`config.mk`:
```
export PLATFORM = sky130hd
export DESIGN_NAME = l1_port_arbiter
export DESIGN_NICKNAME = d
export VERILOG_FILES = /design/src/rtl/l1_port_arbiter_pkg.sv /design/src/rtl/l1_port_arbiter_fifo.sv /design/src/rtl/l1_port_arbiter.sv
export SDC_FILE = /design/constraint.sdc
export NUM_CORES = 1
export LEC_CHECK = 0
export ABC_CLOCK_PERIOD_IN_PS = 3000
export CAP_MARGIN = 20
export CORE_AREA = 2 2 177 179
export CTS_CLUSTER_SIZE = 10
export DETAILED_ROUTE_END_ITERATION = 8
export DIE_AREA = 0 0 179 181
export GPL_ROUTABILITY_DRIVEN = 0
export PLACE_DENSITY_LB_ADDON = 0.05
export SLEW_MARGIN = 20
export SYNTH_ARGS = -nofsm -noshare
export SYNTH_HDL_FRONTEND = slang
export SYNTH_SLANG_ARGS = --single-unit
export TNS_END_PERCENT = 10
```
`constraint.sdc`:
```
create_clock -name clk -period 3 [get_ports clk]
set_input_delay 0.6 -clock clk [delete_from_list [all_inputs] [get_ports clk]]
set_output_delay 0.6 -clock clk [all_outputs]
set_load 0.05 [all_outputs]
```
`src/rtl/l1_port_arbiter_pkg.sv`:
```
// Shared L1 types: requester IDs, the captured-request record and the read tag
// that is queued while a read is outstanding.
package l1_port_arbiter_pkg;

    localparam int unsigned L1_CONNECTIONS = 4;
    localparam int unsigned L1_ADDR_W      = 32;
    localparam int unsigned L1_DATA_W      = 32;
    localparam int unsigned L1_SIZE_W      = 5;

    typedef enum logic [1:0] {
        DCACHE = 2'd0,
        DMMU   = 2'd1,
        ICACHE = 2'd2,
        IMMU   = 2'd3
    } l1_id_t;

    typedef struct packed {
        logic [L1_ADDR_W-1:0]   addr;
        logic                   rnw;
        logic [L1_DATA_W/8-1:0] be;
        logic [L1_DATA_W-1:0]   wdata;
        logic [L1_SIZE_W-1:0]   size;
        l1_id_t                 id;
    } l1_arb_request_t;

    typedef struct packed {
        l1_id_t               id;
        logic [L1_SIZE_W-1:0] size;
    } l1_rd_tag_t;

endpackage

```
`src/rtl/l1_port_arbiter_fifo.sv`:
```
// Generic synchronous FIFO used as the outstanding-read ID queue.
// DEPTH must be a power of two so the pointers wrap naturally.
module l1_port_arbiter_fifo #(
    parameter int unsigned DEPTH = 4,
    parameter int unsigned WIDTH = 7
) (
    input  logic                    clk,
    input  logic                    rst,
    input  logic                    push_i,
    input  logic [WIDTH-1:0]        din_i,
    input  logic                    pop_i,
    output logic [WIDTH-1:0]        dout_o,
    output logic [$clog2(DEPTH):0]  count_o,
    output logic                    empty_o
);

    localparam int unsigned        PTR_W    = $clog2(DEPTH);
    localparam logic [PTR_W:0]     FULL_CNT = (PTR_W+1)'(DEPTH);

    logic [WIDTH-1:0] mem_q [DEPTH];
    logic [PTR_W-1:0] wr_ptr_q;
    logic [PTR_W-1:0] rd_ptr_q;
    logic [PTR_W:0]   count_q;
    logic             do_push;
    logic             do_pop;

    assign empty_o = (count_q == '0);
    assign do_pop  = pop_i && !empty_o;
    assign do_push = push_i && ((count_q != FULL_CNT) || do_pop);
    assign dout_o  = mem_q[rd_ptr_q];
    assign count_o = count_q;

    // Ring buffer storage, pointers and occupancy; reset empties it at once
    always_ff @(posedge clk) begin
        if (rst) begin
            wr_ptr_q <= '0;
            rd_ptr_q <= '0;
            count_q  <= '0;
        end else begin
            if (do_push) begin
                mem_q[wr_ptr_q] <= din_i;
                wr_ptr_q        <= wr_ptr_q + 1'b1;
            end
            if (do_pop) begin
                rd_ptr_q <= rd_ptr_q + 1'b1;
            end
            case ({do_push, do_pop})
                2'b10:   count_q <= count_q + 1'b1;
                2'b01:   count_q <= count_q - 1'b1;
                default: count_q <= count_q;
            endcase
        end
    end

endmodule

```
`src/rtl/l1_port_arbiter.sv`:
```
// Round-robin arbiter sharing the L1 memory request channel among the
// caches/MMUs, with a registered output stage and read-response routing
// driven by a queue of outstanding read tags.
module l1_port_arbiter
    import l1_port_arbiter_pkg::*;
#(
    parameter int unsigned NUM_PORTS       = L1_CONNECTIONS,
    parameter int unsigned MAX_OUTSTANDING = 4,
    parameter int unsigned ADDR_W          = L1_ADDR_W,
    parameter int unsigned DATA_W          = L1_DATA_W,
    parameter int unsigned SIZE_W          = L1_SIZE_W
) (
    input  logic                        clk,
    input  logic                        rst,
    input  logic [NUM_PORTS-1:0]        req_valid,
    output logic [NUM_PORTS-1:0]        req_ready,
    input  logic [NUM_PORTS*ADDR_W-1:0] req_addr,
    input  logic [NUM_PORTS-1:0]        req_rnw,
    input  logic [NUM_PORTS*DATA_W/8-1:0] req_be,
    input  logic [NUM_PORTS*DATA_W-1:0] req_wdata,
    input  logic [NUM_PORTS*SIZE_W-1:0] req_size,
    output logic                        mem_request,
    input  logic                        mem_ack,
    output logic [ADDR_W-1:0]           mem_addr,
    output logic                        mem_rnw,
    output logic [DATA_W/8-1:0]         mem_be,
    output logic [DATA_W-1:0]           mem_wdata,
    output logic [SIZE_W-1:0]           mem_size,
    output logic [1:0]                  mem_id,
    input  logic                        mem_rvalid,
    input  logic [DATA_W-1:0]           mem_rdata,
    output logic [NUM_PORTS-1:0]        rsp_valid,
    output logic [DATA_W-1:0]           rsp_data
);

    localparam int unsigned        PORT_W  = $clog2(NUM_PORTS);
    localparam int unsigned        CNT_W   = $clog2(MAX_OUTSTANDING) + 1;
    localparam logic [CNT_W-1:0]   MAX_CNT = CNT_W'(MAX_OUTSTANDING);

    logic              mem_request_q, mem_request_d;
    l1_arb_request_t   out_q, out_d;
    logic [PORT_W-1:0] rr_last_q, rr_last_d;
    logic [SIZE_W-1:0] beat_q, beat_d;

    logic              free;
    logic              read_ok;
    logic              grant;
    logic [PORT_W-1:0] sel;
    logic [PORT_W-1:0] cand;
    logic [CNT_W-1:0]  reserved;

    logic              q_push;
    logic              q_pop;
    logic              q_empty;
    logic [CNT_W-1:0]  q_count;
    l1_rd_tag_t        q_tag;
    l1_rd_tag_t        q_head;

    assign free     = !mem_request_q || mem_ack;
    // An unacked read sitting in the output register already owns a queue slot.
    assign reserved = q_count + CNT_W'(mem_request_q && out_q.rnw);
    assign read_ok  = (reserved < MAX_CNT);

    // Round-robin search starting just after the last granted port
    always_comb begin
        grant = 1'b0;
        sel   = rr_last_q;
        cand  = rr_last_q;
        for (int unsigned i = 1; i <= NUM_PORTS; i++) begin
            cand = PORT_W'((32'(rr_last_q) + i) % NUM_PORTS);
            if (!grant && req_valid[cand] && (!req_rnw[cand] || read_ok)) begin
                grant = 1'b1;
                sel   = cand;
            end
        end
    end

    assign req_ready = (!rst && free && grant) ? (NUM_PORTS'(1) << sel) : '0;

    // Output register: load the winner when free, otherwise hold until acked
    always_comb begin
        mem_request_d = mem_request_q;
        out_d         = out_q;
        rr_last_d     = rr_last_q;
        if (free) begin
            mem_request_d = grant;
            if (grant) begin
                out_d.addr  = req_addr[32'(sel)*ADDR_W +: ADDR_W];
                out_d.rnw   = req_rnw[sel];
                out_d.be    = req_be[32'(sel)*(DATA_W/8) +: DATA_W/8];
                out_d.wdata = req_wdata[32'(sel)*DATA_W +: DATA_W];
                out_d.size  = req_size[32'(sel)*SIZE_W +: SIZE_W];
                out_d.id    = l1_id_t'(sel);
                rr_last_d   = sel;
            end
        end
    end

    // Route each read beat to the port at the queue head and count its beats
    always_comb begin
        rsp_valid = '0;
        q_pop     = 1'b0;
        beat_d    = beat_q;
        if (!rst && mem_rvalid && !q_empty) begin
            rsp_valid[q_head.id] = 1'b1;
            if (beat_q == q_head.size) begin
                q_pop  = 1'b1;
                beat_d = '0;
            end else begin
                beat_d = beat_q + 1'b1;
            end
        end
    end

    assign rsp_data = mem_rdata;

    // State registers for the output stage, round-robin pointer and beat count
    always_ff @(posedge clk) begin
        if (rst) begin
            mem_request_q <= 1'b0;
            out_q         <= '0;
            rr_last_q     <= PORT_W'(NUM_PORTS - 1);
            beat_q        <= '0;
        end else begin
            mem_request_q <= mem_request_d;
            out_q         <= out_d;
            rr_last_q     <= rr_last_d;
            beat_q        <= beat_d;
        end
    end

    assign q_push = mem_request_q && mem_ack && out_q.rnw;
    assign q_tag  = '{id: out_q.id, size: out_q.size};

    l1_port_arbiter_fifo #(
        .DEPTH (MAX_OUTSTANDING),
        .WIDTH (2 + SIZE_W)
    ) u_id_queue (
        .clk     (clk),
        .rst     (rst),
        .push_i  (q_push),
        .din_i   (q_tag),
        .pop_i   (q_pop),
        .dout_o  (q_head),
        .count_o (q_count),
        .empty_o (q_empty)
    );

    assign mem_request = mem_request_q;
    assign mem_addr    = out_q.addr;
    assign mem_rnw     = out_q.rnw;
    assign mem_be      = out_q.be;
    assign mem_wdata   = out_q.wdata;
    assign mem_size    = out_q.size;
    assign mem_id      = out_q.id;

    // A read beat with nothing outstanding has no destination and is discarded
    always_ff @(posedge clk) begin
        if (!rst && mem_rvalid) begin
            assert (!q_empty)
                else $warning("l1_port_arbiter: read beat with empty ID queue dropped");
        end
    end

endmodule

```
**Yosys cells after proc, flatten, opt, wreduce, memory -nomap -nowiden**

Memory sizes are Yosys's and may differ from the RTL's. A register that Yosys moved wholly into a read port is not among the register bits.
Index checks and enable logic that the tools add are counted.
W data, S select, Z words.

- Register bits: 91
- Memory bits (writable): 28
- Input port bits: 336
- Logic and storage cells: 116
- Memories: 1

Memory list:

| name | words | bits a word | read ports | clocked after Yosys merged registers in | write ports | line | RTL |
|---|---|---|---|---|---|---|---|
| u_id_queue.mem_q | 4 | 7 | 1 | 1 | 1 | l1_port_arbiter_fifo.sv:20 | `logic [WIDTH-1:0] mem_q [DEPTH];` |

- Add/sub/neg operators: 10
- $mul: 1
- Magnitude comparators: 8
- Eq/ne operators: 4
- Shift operators: 5
- Mux-type cells: 39
- Reductions and logical operators: 36

Operator list:

| cell | count |
|---|---|
| $shiftx A128 B8 Y32 | 2 |
| $shiftx A20 B6 Y5 | 1 |
| $mux W1 | 19 |
| $bmux W1 S2 | 9 |
| $lt A2 B3 Y1 const B | 6 |
| $logic_and A1 B1 Y1 | 17 |
| $shiftx A16 B5 Y4 | 1 |
| $mux W2 | 6 |
| $logic_not A1 Y1 | 10 |
| $add A2 B1 Y2 const B | 4 |
| $mux W4 | 2 |
| $logic_or A1 B1 Y1 | 6 |
| $pmux W3 S2 | 1 |
| $add A5 B1 Y5 const B | 1 |
| $eq A5 B5 Y1 | 1 |
| $mul A2 B3 Y5 const B | 1 |
| $mux W5 | 1 |
| $add A2 B2 Y2 const B | 2 |
| $shl A1 B2 Y4 const A | 1 |
| $add A3 B1 Y3 | 1 |
| $add A3 B1 Y3 const B | 1 |
| $logic_not A3 Y1 | 1 |
| $lt A3 B3 Y1 const B | 1 |
| $ne A3 B3 Y1 const B | 1 |
| 7 further kinds | 7 |

**Depth between registers and ports, before layout**

- Word-level depth: 21
- Depth in mapped cells: 11
- Gate-level depth less buffers: 9

**Cells and area by module**

Synthesis repeated with hierarchy kept, for this count alone.

- Cell total of the unflattened synthesis: 2279
- Area, all modules: 15476.1 sq um

Modules (own cells, without submodules):

| module | instances | cells an instance | area each (sq um) |
|---|---|---|---|
| l1_port_arbiter | 1 | 2175 | 13879.6 |
| l1_port_arbiter_fifo | 1 | 104 | 1596.5 |

**Least setup slack after synthesis**

Ideal clock, no wire load.

- Path type: register -> output
- Start: register mem_request_q, in the netlist mem_request
- End: output port req_ready[1]
- Data arrival time: 3.185 ns
- Data required time: 2.400 ns
- Setup slack: -0.785 ns
- Cell stages (with the launch flop): 9
- Buffers on the path: 2
- Cells stage by stage: dfxtp_1 > and4_1 > buf_2 > xor2_2 > a21oi_1 > o32a_2 > xnor2_4 > buf_4 > nor2b_1

- Cells in the longest elaborated chain, start to end: 20

Ends and longest elaborated chain:

| element | line | RTL |
|---|---|---|
| start: declaration | l1_port_arbiter.sv:40 | `logic mem_request_q, mem_request_d;` |
| start signal: assignment | l1_port_arbiter.sv:125 | `mem_request_q <= mem_request_d;` |
| $logic_and A1 B1 Y1 | l1_port_arbiter.sv:61 | `assign reserved = q_count + CNT_W'(mem_request_q && out_q.rnw);` |
| $add A3 B1 Y3 | l1_port_arbiter.sv:61 |  |
| $lt A3 B3 Y1 | l1_port_arbiter.sv:62 | `assign read_ok = (reserved < MAX_CNT);` |
| $logic_or A1 B1 Y1 | l1_port_arbiter.sv:71 | `if (!grant && req_valid[cand] && (!req_rnw[cand] \|\| read_ok)) begin` |
| $logic_and A1 B1 Y1 | l1_port_arbiter.sv:71 |  |
| $mux W1 | l1_port_arbiter.sv:71 |  |
| $logic_not A1 Y1 | l1_port_arbiter.sv:71 |  |
| $logic_and A1 B1 Y1 (2 in a row) | l1_port_arbiter.sv:71 |  |
| $mux W1 | l1_port_arbiter.sv:71 |  |
| $logic_not A1 Y1 | l1_port_arbiter.sv:71 |  |
| $logic_and A1 B1 Y1 (2 in a row) | l1_port_arbiter.sv:71 |  |
| $mux W1 | l1_port_arbiter.sv:71 |  |
| $logic_not A1 Y1 | l1_port_arbiter.sv:71 |  |
| $logic_and A1 B1 Y1 (2 in a row) | l1_port_arbiter.sv:71 |  |
| $mux W2 / $mux W1 (equally long branches) | l1_port_arbiter.sv:71 |  |
| $shl A1 B2 Y4 / $logic_and A1 B1 Y1 (equally long branches) | l1_port_arbiter.sv:78 | `assign req_ready = (!rst && free && grant) ? (NUM_PORTS'(1) << sel) : '0;` |
| $mux W4 * | l1_port_arbiter.sv:78 |  |
| end: declaration | l1_port_arbiter.sv:16 | `output logic [NUM_PORTS-1:0] req_ready,` |

Mark *: on every way between the ends. The rest lies on a longest branch, timed or not.

**Worst setup path after layout**

- Start: input port req_valid[1]
- End: output port req_ready[0]

- Cells in the longest elaborated chain, start to end: 18

Ends and longest elaborated chain:

| element | line | RTL |
|---|---|---|
| start: declaration | l1_port_arbiter.sv:15 | `input logic [NUM_PORTS-1:0] req_valid,` |
| $bmux W1 S2 | l1_port_arbiter.sv:71 |  |
| $mux W1 (not written as such) | l1_port_arbiter.sv:71 |  |
| $logic_and A1 B1 Y1 | l1_port_arbiter.sv:71 |  |
| $mux W1 | l1_port_arbiter.sv:71 |  |
| $logic_not A1 Y1 | l1_port_arbiter.sv:71 |  |
| $logic_and A1 B1 Y1 (2 in a row) | l1_port_arbiter.sv:71 |  |
| $mux W1 | l1_port_arbiter.sv:71 |  |
| $logic_not A1 Y1 | l1_port_arbiter.sv:71 |  |
| $logic_and A1 B1 Y1 (2 in a row) | l1_port_arbiter.sv:71 |  |
| $mux W1 | l1_port_arbiter.sv:71 |  |
| $logic_not A1 Y1 | l1_port_arbiter.sv:71 |  |
| $logic_and A1 B1 Y1 (2 in a row) | l1_port_arbiter.sv:71 |  |
| $mux W2 / $mux W1 (equally long branches) | l1_port_arbiter.sv:71 |  |
| $shl A1 B2 Y4 / $logic_and A1 B1 Y1 (equally long branches) | l1_port_arbiter.sv:78 |  |
| $mux W4 * | l1_port_arbiter.sv:78 |  |

Mark *: on every way between the ends. The rest lies on a longest branch, timed or not. The select of a mux whose other input is x is not followed.

==> results.json <==
{
  "period_share_pct": 113,
  "syn_nets": 993,
  "setup_viol": 4,
  "io_buffers": 388,
  "area_growth_pct": 82.6,
  "grt_pass1_vias": 7113,
  "drc_errors": 0,
  "first_iter_violations": 187,
  "crit_arrival_ns": 2.78,
  "fp.dieW_um": 179,
  "crit_type": "in -> out",
  "cp_slowest_cell": "mux4_2",
  "critPathCaptureType": "primary output",
  "rsz0062_at_grt": "true",
  "wl_per_cell_um": 19.2,
  "htreeDepth": 4,
  "slew_violations": 0,
  "numCtsBuffers": 17,
  "cpPeakStageDelay_ns": 0.51,
  "postCtsHoldBufs": 0,
  "cp_common_cell": "a21oi_4",
  "routed-via-count": 6711,
  "final_core_util_pct": 41.9,
  "cts_tree": "yes",
  "synthTopCellsByCount": "156 x mux2i_1, 93 x dfxtp_1, 57 x nand2_1",
  "power_density_nw_per_um2": 968,
  "setup_ws_ns": -0.376,
  "dieArea_um2": 32400,
  "synthTopCellsByArea": "dfxtp_1 27%, mux2i_1 22%, edfxtp_1 12%",
  "clockBufferDepth": 2,
  "nets": 1407,
  "ioPinCount": 453,
  "syn_inst": 651,
  "final_area_um2": 12700,
  "drv_cap": 0,
  "wl_um": 28300,
  "clock_latency_ns": 0.42,
  "netlist_area_um2": 6960,
  "fmax_mhz": 296,
  "hold_viol": 0,
  "clock-sinks": 121,
  "grt_max_degree": 35,
  "period_needed_ns": 3.38,
  "violations": "setup timing",
  "core_area_um2": 30300,
  "start_util_pct": 22.9,
  "antenna_left": 0,
  "cp_cell_sequence": "dlygate4sd2_1 -> mux4_2 -> inv_4 -> a21oi_4 -> o32a_4 -> or3_4 -> a21oi_4 -> and2_4 -> buf_12",
  "grt_pass1_wl_um": 41600,
  "skew_ns": 0.0132,
  "die_h_um": 181,
  "yosys.cell_types.count": 55,
  "synth_edf_count": 28,
  "synth.most_common_cell": "mux2i_1",
  "hp-class": "reg -> reg",
  "synth_top_area_cell": "dfxtp_1",
  "ir_drop_uv": 404,
  "drive_gt1_share_pct": 17.8,
  "cts.clk_slew.worst_paths_ns": 0.06,
  "first_pass_iters": 4,
  "rows": 64,
  "synth-seq-cells": 121,
  "post_dp_cell_area_um2": 11800,
  "tightest_slew_ns": 0.583,
  "worstPathRequired_ns": 2.40,
  "overflow": 0,
  "dominantRegCellSynth": "dfxtp_1",
  "dp_hpwl_um": 21800,
  "grt.total_usage_pct": 17.0,
  "yosysTopAreaCellShare_pct": 26.7,
  "async_reset_ff_share_pct": 0,
  "yosys_warnings": 0,
  "antenna_found_initial": 4,
  "cp-start-kind": "input port",
  "crit_fanout": 4,
  "cts-root-buf": "clkbuf_16",
  "viasPerCell": 4.55,
  "slew_headroom_pct": 61.0,
  "seq_area_frac_synth_pct": 38.8,
  "status": "complete, but fails checks",
  "total_power_w": 0.0123,
  "cellLeakagePower_nw": 5.11,
  "avgSynthCellArea_um2": 10.7
}
[layer usage]
layer | track usage, % | routed length, um | share of wire, % | vias to the layer above
met2 | 29.9 | 14400 | 51 | 239
met1 | 19.1 | 11000 | 39 | 3163
met3 | 6.44 | 2390 | 8.5 | 30
met4 | 4.52 | 429 | 1.5 | 4
met5 | 0 | 27 | 0.095 | -
li1 | - | - | - | 3275
[layout make-up]
type / instances / area (um^2)
Clock inverter: 14 / 160
Fill cell: 2927 / 17600
Antenna cell: 2 / 5.00
Clock buffer: 18 / 429
Multi-Input combinational cell: 441 / 3940
Timing Repair Buffer: 476 / 4940
Inverter: 8 / 32.5
Sequential cell: 121 / 2720
Tap cell: 396 / 495
[power breakdown]
part	switching, W	internal (W)	leakage [nW]
Clock	0.000857	0.00124	0.280
Sequential	0.000326	0.00222	1.03
Combinational	0.00414	0.00352	3.80
Total	0.00533	0.00698	5.11
[layout by cell type, fill, tap and decap left out, types with 7 or more instances in the layout]
| cell | instances |
|---|---|
| a221oi_2 | 10 |
| buf_4 | 58 |
| dlygate4sd2_1 | 7 |
| buf_12 | 28 |
| o21ai_0 | 32 |
| nor2_1 | 17 |
| mux4_2 | 9 |
| mux2i_1 | 147 |
| clkbuf_16 | 19 |
| xnor2_1 | 8 |
| o221ai_1 | 45 |
| dfxtp_1 | 88 |
| edfxtp_1 | 28 |
| a221oi_1 | 20 |
| nand2_1 | 57 |
| mux2i_2 | 9 |
| clkdlybuf4s50_1 | 372 |
[timing repair]
| item | 4_1_cts | 5_1_grt |
|---|---|---|
| resized for setup | 30 | 27 |
| pin swaps | 10 | 14 |
| buffers inserted | 10 | 6 |
| cloned | 0 | 2 |
| setup endpoints to repair | 44 | 76 |
[worst paths after layout]
kind / endpoint / cells past startpoint / from / slack (ns)
min reg2reg: mem_be[0] / 2 / mem_be[0] / 0.46
max: req_ready[0] / 9 / req_valid[1] / -0.38
min: mem_be[0] / 2 / mem_be[0] / 0.46
max reg2reg: mem_wdata[0] / 12 / rr_last_q[0] / 0.09
[worst max-delay path: cells and delay by family]
family                 cells  cell delay [ns]
AO/OA/AOI/OAI              3             0.61
buffers and inverters      3             0.50
multiplexers               1             0.51
AND/OR/NAND/NOR            2             0.55
[stage by stage]
step | cells | TNS [ns] | hold slack (ns) | setup WS (ns)
after global placement | 1425 | -37.11 | 0.443 | -0.600
after floorplan | 651 | -0.463 | 0.485 | -0.134
after global routing | 1475 | -1.95 | 0.495 | -0.474
after detailed placement | 1425 | -37.24 | 0.451 | -0.603
final | 1476 | -1.42 | 0.465 | -0.376
after CTS | 1466 | -1.32 | 0.466 | -0.373
[state kept, by name, indices dropped and copies added (netlist names), named ones only]
name and cells:
mem_addr 32, mem_wdata 32, u_id_queue.mem_q 28, beat_q 5
mem_size 5, mem_be 4, u_id_queue.count_o 3, mem_id 2
rr_last_q 2, u_id_queue.rd_ptr_q 2, u_id_queue.wr_ptr_q 2, mem_request 1
mem_rnw 1
[cells by family (layout without fill, tap and decap cells)]
kind of cell / count (synthesis) / in the layout / share of synthesized area (%)
other: 0 / 2 / 0
DFF: 121 / 121 / 38.8
buffers and inverters: 89 / 516 / 7.89
xor gates and xnor gates: 16 / 16 / 2.50
adders and majority gates: 6 / 6 / 1.19
muxes: 170 / 170 / 26.2
and+or+nand+nor: 118 / 118 / 8.16
AOI/OAI and AO/OA: 131 / 131 / 15.3
Power figures use the tool's default switching activity.
